**config.mk**
```make
export PLATFORM = sky130hd
export DESIGN_NAME = io_tile_param
export DESIGN_NICKNAME = d
export VERILOG_FILES = /design/src/rtl/io_tile_param.sv
export SDC_FILE = /design/constraint.sdc
export NUM_CORES = 1
export LEC_CHECK = 0
export ABC_AREA = 1
export CORE_MARGIN = 5
export CORE_UTILIZATION = 45
export CTS_BUF_LIST = sky130_fd_sc_hd__clkbuf_16
export DETAILED_ROUTE_END_ITERATION = 12
export PLACE_DENSITY = 0.67
export REMOVE_ABC_BUFFERS = 1
export SETUP_SLACK_MARGIN = 0.3
export SLEW_MARGIN = 15
export SYNTH_ARGS = -nofsm -noshare
export SYNTH_HDL_FRONTEND = slang
export SYNTH_SLANG_ARGS = --single-unit
export TNS_END_PERCENT = 20
```
**constraint.sdc**
```tcl
create_clock -name clock -period 1.8 [get_ports clock]
set_input_delay 0.18 -clock clock [delete_from_list [all_inputs] [get_ports clock]]
set_output_delay 0.18 -clock clock [all_outputs]
set_load 0.1 [all_outputs]
```
**src/rtl/io_tile_param.sv**
```systemverilog
// -----------------------------------------------------------------------------
// io_tile_param
//   Parametrised IO tile for the fabric perimeter. Pad inputs are routed onto
//   interconnect tracks and interconnect tracks onto pad outputs through
//   per-output select muxes. Each routed output is either combinational or
//   registered, as chosen by a per-output register-mode bit. All routing state
//   is held in a serial configuration chain that daisy-chains tile to tile.
//
// Parameters
//   IO_PAIRS  pad lanes (width of data_from_io / data_to_io)
//   IC_WIDTH  interconnect tracks (width of data_from_ic / data_to_ic)
//
// Ports
//   clock          in   1         rising-edge clock
//   reset          in   1         synchronous, active-high
//   data_from_io   in   IO_PAIRS  pad inputs
//   data_to_io     out  IO_PAIRS  pad outputs
//   data_from_ic   in   IC_WIDTH  interconnect inputs
//   data_to_ic     out  IC_WIDTH  interconnect outputs
//   config_enable  in   1         shift-chain enable (also blanks the outputs)
//   config_in      in   1         serial config bit in
//   config_out     out  1         serial config bit out (chain MSB)
//
// Config chain layout, LSB upward:
//   ic selects (IC_WIDTH x SEL_IC), io selects (IO_PAIRS x SEL_IO),
//   ic register-mode bits (IC_WIDTH), io register-mode bits (IO_PAIRS).
//
// Build option
//   IO_TILE_SYNC_EN  when defined, data_from_io passes through a 2-flop
//                    synchroniser before the ic muxes. The io path and the
//                    config chain are the same in both builds.
// -----------------------------------------------------------------------------
module io_tile_param #(
    parameter int IO_PAIRS = 4,
    parameter int IC_WIDTH = 6
) (
    input  logic                clock,
    input  logic                reset,
    input  logic [IO_PAIRS-1:0] data_from_io,
    output logic [IO_PAIRS-1:0] data_to_io,
    input  logic [IC_WIDTH-1:0] data_from_ic,
    output logic [IC_WIDTH-1:0] data_to_ic,
    input  logic                config_enable,
    input  logic                config_in,
    output logic                config_out
);

    localparam int SEL_IC      = (IO_PAIRS > 1) ? $clog2(IO_PAIRS) : 1;
    localparam int SEL_IO      = (IC_WIDTH > 1) ? $clog2(IC_WIDTH) : 1;
    localparam int IO_SEL_BASE = IC_WIDTH * SEL_IC;
    localparam int IC_REG_BASE = IO_SEL_BASE + IO_PAIRS * SEL_IO;
    localparam int IO_REG_BASE = IC_REG_BASE + IC_WIDTH;
    localparam int CFG_LEN     = IO_REG_BASE + IO_PAIRS;

    // ------------------------------------------------------------------
    // Configuration shift chain
    // ------------------------------------------------------------------
    logic [CFG_LEN-1:0] cfg_q;
    logic [CFG_LEN-1:0] cfg_d;

    always_comb begin
        cfg_d = cfg_q;
        if (config_enable) begin
            cfg_d = {cfg_q[CFG_LEN-2:0], config_in};
        end
    end

    always_ff @(posedge clock) begin
        if (reset) begin
            cfg_q <= '0;
        end else begin
            cfg_q <= cfg_d;
        end
    end

    // Held low during reset so a tile downstream never sees a stale MSB.
    assign config_out = reset ? 1'b0 : cfg_q[CFG_LEN-1];

    // ------------------------------------------------------------------
    // Pad input conditioning
    // ------------------------------------------------------------------
    logic [IO_PAIRS-1:0] pad_in;

`ifdef IO_TILE_SYNC_EN
    logic [IO_PAIRS-1:0] sync1_q;
    logic [IO_PAIRS-1:0] sync1_d;
    logic [IO_PAIRS-1:0] sync2_q;
    logic [IO_PAIRS-1:0] sync2_d;

    always_comb begin
        sync1_d = data_from_io;
        sync2_d = sync1_q;
    end

    always_ff @(posedge clock) begin
        if (reset) begin
            sync1_q <= '0;
            sync2_q <= '0;
        end else begin
            sync1_q <= sync1_d;
            sync2_q <= sync2_d;
        end
    end

    assign pad_in = sync2_q;
`else
    assign pad_in = data_from_io;
`endif

    // ------------------------------------------------------------------
    // Select muxes. A select at or beyond the input width routes a 0.
    // ------------------------------------------------------------------
    logic [IC_WIDTH-1:0] raw_ic;
    logic [IO_PAIRS-1:0] raw_io;

    genvar gi;
    generate
        for (gi = 0; gi < IC_WIDTH; gi++) begin : g_ic_mux
            logic [SEL_IC-1:0] sel;
            logic              raw;
            assign sel = cfg_q[SEL_IC*gi +: SEL_IC];
            always_comb begin
                raw = 1'b0;
                for (int k = 0; k < IO_PAIRS; k++) begin
                    if (int'(sel) == k) begin
                        raw = pad_in[k];
                    end
                end
            end
            assign raw_ic[gi] = raw;
        end

        for (gi = 0; gi < IO_PAIRS; gi++) begin : g_io_mux
            logic [SEL_IO-1:0] sel;
            logic              raw;
            assign sel = cfg_q[IO_SEL_BASE + SEL_IO*gi +: SEL_IO];
            always_comb begin
                raw = 1'b0;
                for (int k = 0; k < IC_WIDTH; k++) begin
                    if (int'(sel) == k) begin
                        raw = data_from_ic[k];
                    end
                end
            end
            assign raw_io[gi] = raw;
        end
    endgenerate

    // ------------------------------------------------------------------
    // Output blanking and optional output registers.
    // Blanking before the flops makes registered outputs read 0 from the
    // edge after config_enable rises, and recover one edge after it drops.
    // ------------------------------------------------------------------
    logic                blank;
    logic [IC_WIDTH-1:0] ic_gated;
    logic [IO_PAIRS-1:0] io_gated;
    logic [IC_WIDTH-1:0] ic_out_q;
    logic [IC_WIDTH-1:0] ic_out_d;
    logic [IO_PAIRS-1:0] io_out_q;
    logic [IO_PAIRS-1:0] io_out_d;

    assign blank    = reset | config_enable;
    assign ic_gated = blank ? '0 : raw_ic;
    assign io_gated = blank ? '0 : raw_io;

    always_comb begin
        ic_out_d = ic_gated;
        io_out_d = io_gated;
    end

    always_ff @(posedge clock) begin
        if (reset) begin
            ic_out_q <= '0;
            io_out_q <= '0;
        end else begin
            ic_out_q <= ic_out_d;
            io_out_q <= io_out_d;
        end
    end

    generate
        for (gi = 0; gi < IC_WIDTH; gi++) begin : g_ic_out
            assign data_to_ic[gi] = cfg_q[IC_REG_BASE + gi] ? ic_out_q[gi] : ic_gated[gi];
        end
        for (gi = 0; gi < IO_PAIRS; gi++) begin : g_io_out
            assign data_to_io[gi] = cfg_q[IO_REG_BASE + gi] ? io_out_q[gi] : io_gated[gi];
        end
    endgenerate

endmodule

```
# Yosys cells after proc, flatten, opt, wreduce, memory -nomap -nowiden
# Index checks and enable logic that the tools add are counted.
totals:
  input_bits: 14
  reg_bits: 44
  out_inout_bits: 11
classes:
  eq_ne: 38
  n_reduce_logical: 10
  bitwise: 1
  mux: 61
op_table:
  columns: ["op", "n"]
  rows:
  - ["$mux 1", 59]
  - ["$eq 3x3->1 const B", 16]
  - ["$eq 2x2->1 const B", 12]
  - ["$eq 2x1->1 const B", 6]
  - ["$eq 3x2->1 const B", 4]
  - ["$logic_not 2->1", 6]
  - ["$logic_not 3->1", 4]
  - ["$mux 6", 1]
  - ["$mux 4", 1]
  - ["$or 1x1->1", 1]

# Depth between registers and ports, before layout
depth:
  ltp_word: 9
  ltp_mapped: 8

# Worst setup path after synthesis
# Ideal clock, no wire load.
synth_timing:
  kind: "register to output"
  start: "reg cfg_q[0]"
  end: "out data_to_ic[0]"
  path_stages_with_launch: 5
  arrival_ps: 2721
  setup_slack_ps: -1101
  required_ps: 1620
  path_cell_list: "dfxtp_1 -> nand2_1 -> o211ai_1 -> nand3_1 -> o21ai_0"
synth_between:
  elab_chain_cells: 7
  elab_cells_between_ends: 10
  cone_classes: "3 x eq/ne; 6 x mux; 1 x reduce/logical"
synth_lines:
  columns: ["item", "line_no", "source"]
  rows:
  - ["start, declared", "58", "logic [CFG_LEN-1:0] cfg_q;"]
  - ["start signal, assigned", "72", "cfg_q <= cfg_d;"]
  - ["$logic_not 2->1", "125", "if (int'(sel) == k) begin"]
  - ["$mux 1 (3 in series)", "125", null]
  - ["$mux 1 *", "125", null]
  - ["$mux 6 *", "163", "assign ic_gated = blank ? '0 : raw_ic;"]
  - ["$mux 1 *", "183", "assign data_to_ic[gi] = cfg_q[IC_REG_BASE + gi] ? ic_out_q[gi] : ic_gated[gi];"]
  - ["end, declared", "42", "output logic [IC_WIDTH-1:0] data_to_ic,"]
# Every way passes the cells marked *; elsewhere a longest branch is shown, timed or not.

# Worst setup path after layout
# Same ends and word-level chain as after synthesis.

==> results.sh <==
export IMPL_yosys_warnings=0
export IMPL_syn_area_per_cell_um2=7.009
export IMPL_r2r_setup_slack_ns=0.89
export IMPL_final_core_util_pct=64.37
export IMPL_finClkSkew_ns=0.002137
export IMPL_fin_nets=332
export IMPL_antenna_cells=0
export IMPL_worstMarginPinSlew_ns=0.4588
export IMPL_ys_top_cells_by_area="dfxtp_1 43%, nand2_1 15%, a211oi_1 9.6%, inv_1 8.0%, nor2_1 5.7%"
export IMPL_grt_max_degree=49
export IMPL_hold_viol=0
export IMPL_place_inst=361
export IMPL_period_share_pct=91.67
export IMPL_r2r_start="cfg_q[15]$_SDFFE_PP0P_"
export IMPL_design_core_area_um2=4354
export IMPL_critical_path_class="reg2out"
export IMPL_synth_top_cell_area_share_pct=43.48
export IMPL_ir_drop_mv=0.5369
export IMPL_multiInputGateArea_um2=1074
export IMPL_ant_nets=0
export IMPL_dr_pass1_iters=4
export IMPL_start_kind="flop"
export IMPL_setup_tns_final_ns=0
export IMPL_critical_path_required_ns=1.62
export IMPL_fillCellCount=369
export IMPL_dp_hpwl_um=2993
export IMPL_maxSlewViolCount=0
export IMPL_crit_chain="o211ai_1 > nand3_4 > o21ai_1 > buf_4 > buf_12"
export IMPL_portBuffers=24
export IMPL_overflow=0
export IMPL_syn2layout_area_growth_pct=38.36
export IMPL_yosysSeqAreaShare_pct=43.48
export IMPL_grt_pass1_wl_um=8010
export IMPL_htreeDepth=2
export IMPL_insertion_delay_ns=0.29
export IMPL_die_w_um=77.10
export IMPL_powerDensity_nw_per_um2=931.7
export IMPL_syn_instance_count=289
export IMPL_cp_data_arrival_time_ns=1.47
export IMPL_r2r_end="io_out_q[1]$_SDFF_PP0_"
export IMPL_start_util_pct=46.52
export IMPL_clock_root_buffer="clkbuf_16"
export IMPL_hp_start="config_enable"
export IMPL_final_cell_mix="63 x nand2_1, 34 x dfxtp_1, 30 x inv_1, 30 x nor2_1, 26 x a211oi_1"
export IMPL_status="finished, final reports clean"
export IMPL_routed_wl_um=4671
export IMPL_clkTransAtPathRegs_ns=0.06
export IMPL_die_h_um=77.10
export IMPL_drt_vias_per_instance=5.167
export IMPL_avgRoutedWirePerCell_um=12.59
export IMPL_slew_headroom_pct=69.42
export IMPL_critPathSlowestCell="dfxtp_2"
export IMPL_cts_tree="yes"
export IMPL_grtUsageTotal_pct=16.66
export IMPL_ioPinCount=25
export IMPL_rsz0062_at_grt="yes"
export IMPL_drive_gt1_share_pct=27.27
export IMPL_max_stage_delay_ns=0.34
export IMPL_maxCapViolations=0
export IMPL_final_cells=371
export IMPL_netlist_area_um2=2026
export IMPL_critPathCaptureType="output pin"
export IMPL_synth_top_area_cell="dfxtp_1"
export IMPL_dieArea_um2=5944
export IMPL_period_needed_ns=1.650
export IMPL_fin_hold_ws_ns=0.3752
export IMPL_rows=24
export IMPL_power_leakage_nw=1.243
export IMPL_drc=0
export IMPL_cts_buffer_depth=2
export IMPL_antenna_found_initial=0
export IMPL_drt_initial_drc_count=114
export IMPL_cts_buffers=5
export IMPL_timing_fmax_mhz=606.0
export IMPL_cts_num_sinks=44
export IMPL_p_total_mw=2.611
export IMPL_worst_r2r_path_depth=6
export IMPL_crit_fanout=6
export IMPL_min_to="ic_out_q[0]$_SDFF_PP0_"
export IMPL_setup_viol=0
export IMPL_hold_class="in2reg"
export IMPL_layout_commonest_cell="nand2_1"
export IMPL_num_vias=1917
export IMPL_synth_cell_types=15
export IMPL_gp_congestion=0.8536
export IMPL_ff_latch_area_um2=898.4
export IMPL_grt_pass1_vias=1761
export IMPL_synth_seq_cells=44
export IMPL_hold_depth=5
==> worst max path at each step <==
| stage | end | slack (ns) | from | depth (start not counted) |
|---|---|---|---|---|
| after floorplan | data_to_ic[0] | -1.23 | config_enable | 3 |
| after global placement | data_to_ic[2] | 0.08 | data_from_io[0] | 8 |
| after detailed placement | data_to_ic[2] | 0.04 | data_from_io[0] | 8 |
| after CTS | data_to_ic[0] | 0.19 | cfg_q[0]$_SDFFE_PP0P_ | 5 |
| after global routing | data_to_io[1] | 0.10 | cfg_q[15]$_SDFFE_PP0P_ | 9 |
| final | data_to_ic[0] | 0.15 | cfg_q[0]$_SDFFE_PP0P_ | 5 |
==> Yosys cell counts <==
| cell | number |
|---|---|
| inv_1 | 43 |
| nor2_1 | 31 |
| nand3_1 | 13 |
| o21bai_1 | 5 |
| dfxtp_1 | 44 |
| buf_4 | 4 |
| nand2_1 | 82 |
| buf_2 | 7 |
| a21oi_1 | 16 |
| a211oi_2 | 1 |
| nand4_1 | 4 |
| clkbuf_1 | 1 |
| o21ai_0 | 6 |
| o211ai_1 | 6 |
| a211oi_1 | 26 |
==> worst max-delay path, delay by kind of cell, from the launching register on <==
kind,cells,cell delay (ns)
AND/OR/NAND/NOR,1,0.12
flip-flops,1,0.34
AO/OA/AOI/OAI,2,0.43
buffers and inverters,2,0.29
==> flip-flops by register name, summed over array words and instances, names as in the netlist <==
register	flops
cfg_q	34
ic_out_q	6
io_out_q	4
==> routing by layer <==
layer / global-route usage (%) / up-vias / share of wire, %
li1: - / 996 / -
met1: 23.27 / 870 / 48
met2: 23.85 / 44 / 45
met5: 0 / - / 0
met3: 3.864 / 7 / 4.6
met4: 8.247 / 0 / 2.1
==> timing repair <==
item | CTS | global route
gates resized for setup | 41 | 41
hold buffers | 0 | 0
pin swaps | 13 | 13
setup endpoints to repair | 11 | 22
endpoints found under the hold margin | 0 | 0
buffers inserted | 1 | 1
==> cell families (layout without fill, tap and decap cells) <==
family	count (synthesis)	after routing	share of synthesized area, %
AO/OA/AOI/OAI	60	60	19.77
buffers and inverters	55	85	11.36
flip-flops	44	44	43.48
AND/OR/NAND/NOR	130	130	25.39
==> per-stage QoR <==
stage	area [µm²]	setup slack (ns)
2_1_floorplan	1957	-1.225
3_3_place_gp	2432	0.08361
3_5_place_dp	2432	0.04159
4_1_cts	2705	0.1869
5_1_grt	2803	0.1042
6_report	2803	0.1499
==> layout make-up <==
| class | instances | share of cell area [%] |
|---|---|---|
| clock buffer | 5 | 4.464 |
| clock inverter | 3 | 1.518 |
| inverter | 43 | 5.848 |
| multi-input combinational | 190 | 38.30 |
| sequential | 44 | 32.05 |
| tap | 52 | 2.321 |
| timing repair buffer | 34 | 15.49 |
==> power by group <==
part	leakage [nW]	switching, mW	internal [mW]	total, mW
Combinational	0.796	0.314	0.188	0.502
Clock	0.0814	0.384	0.652	1.04
Sequential	0.366	0.0434	1.03	1.07
No activity file was read; power rests on OpenSTA's default activity.
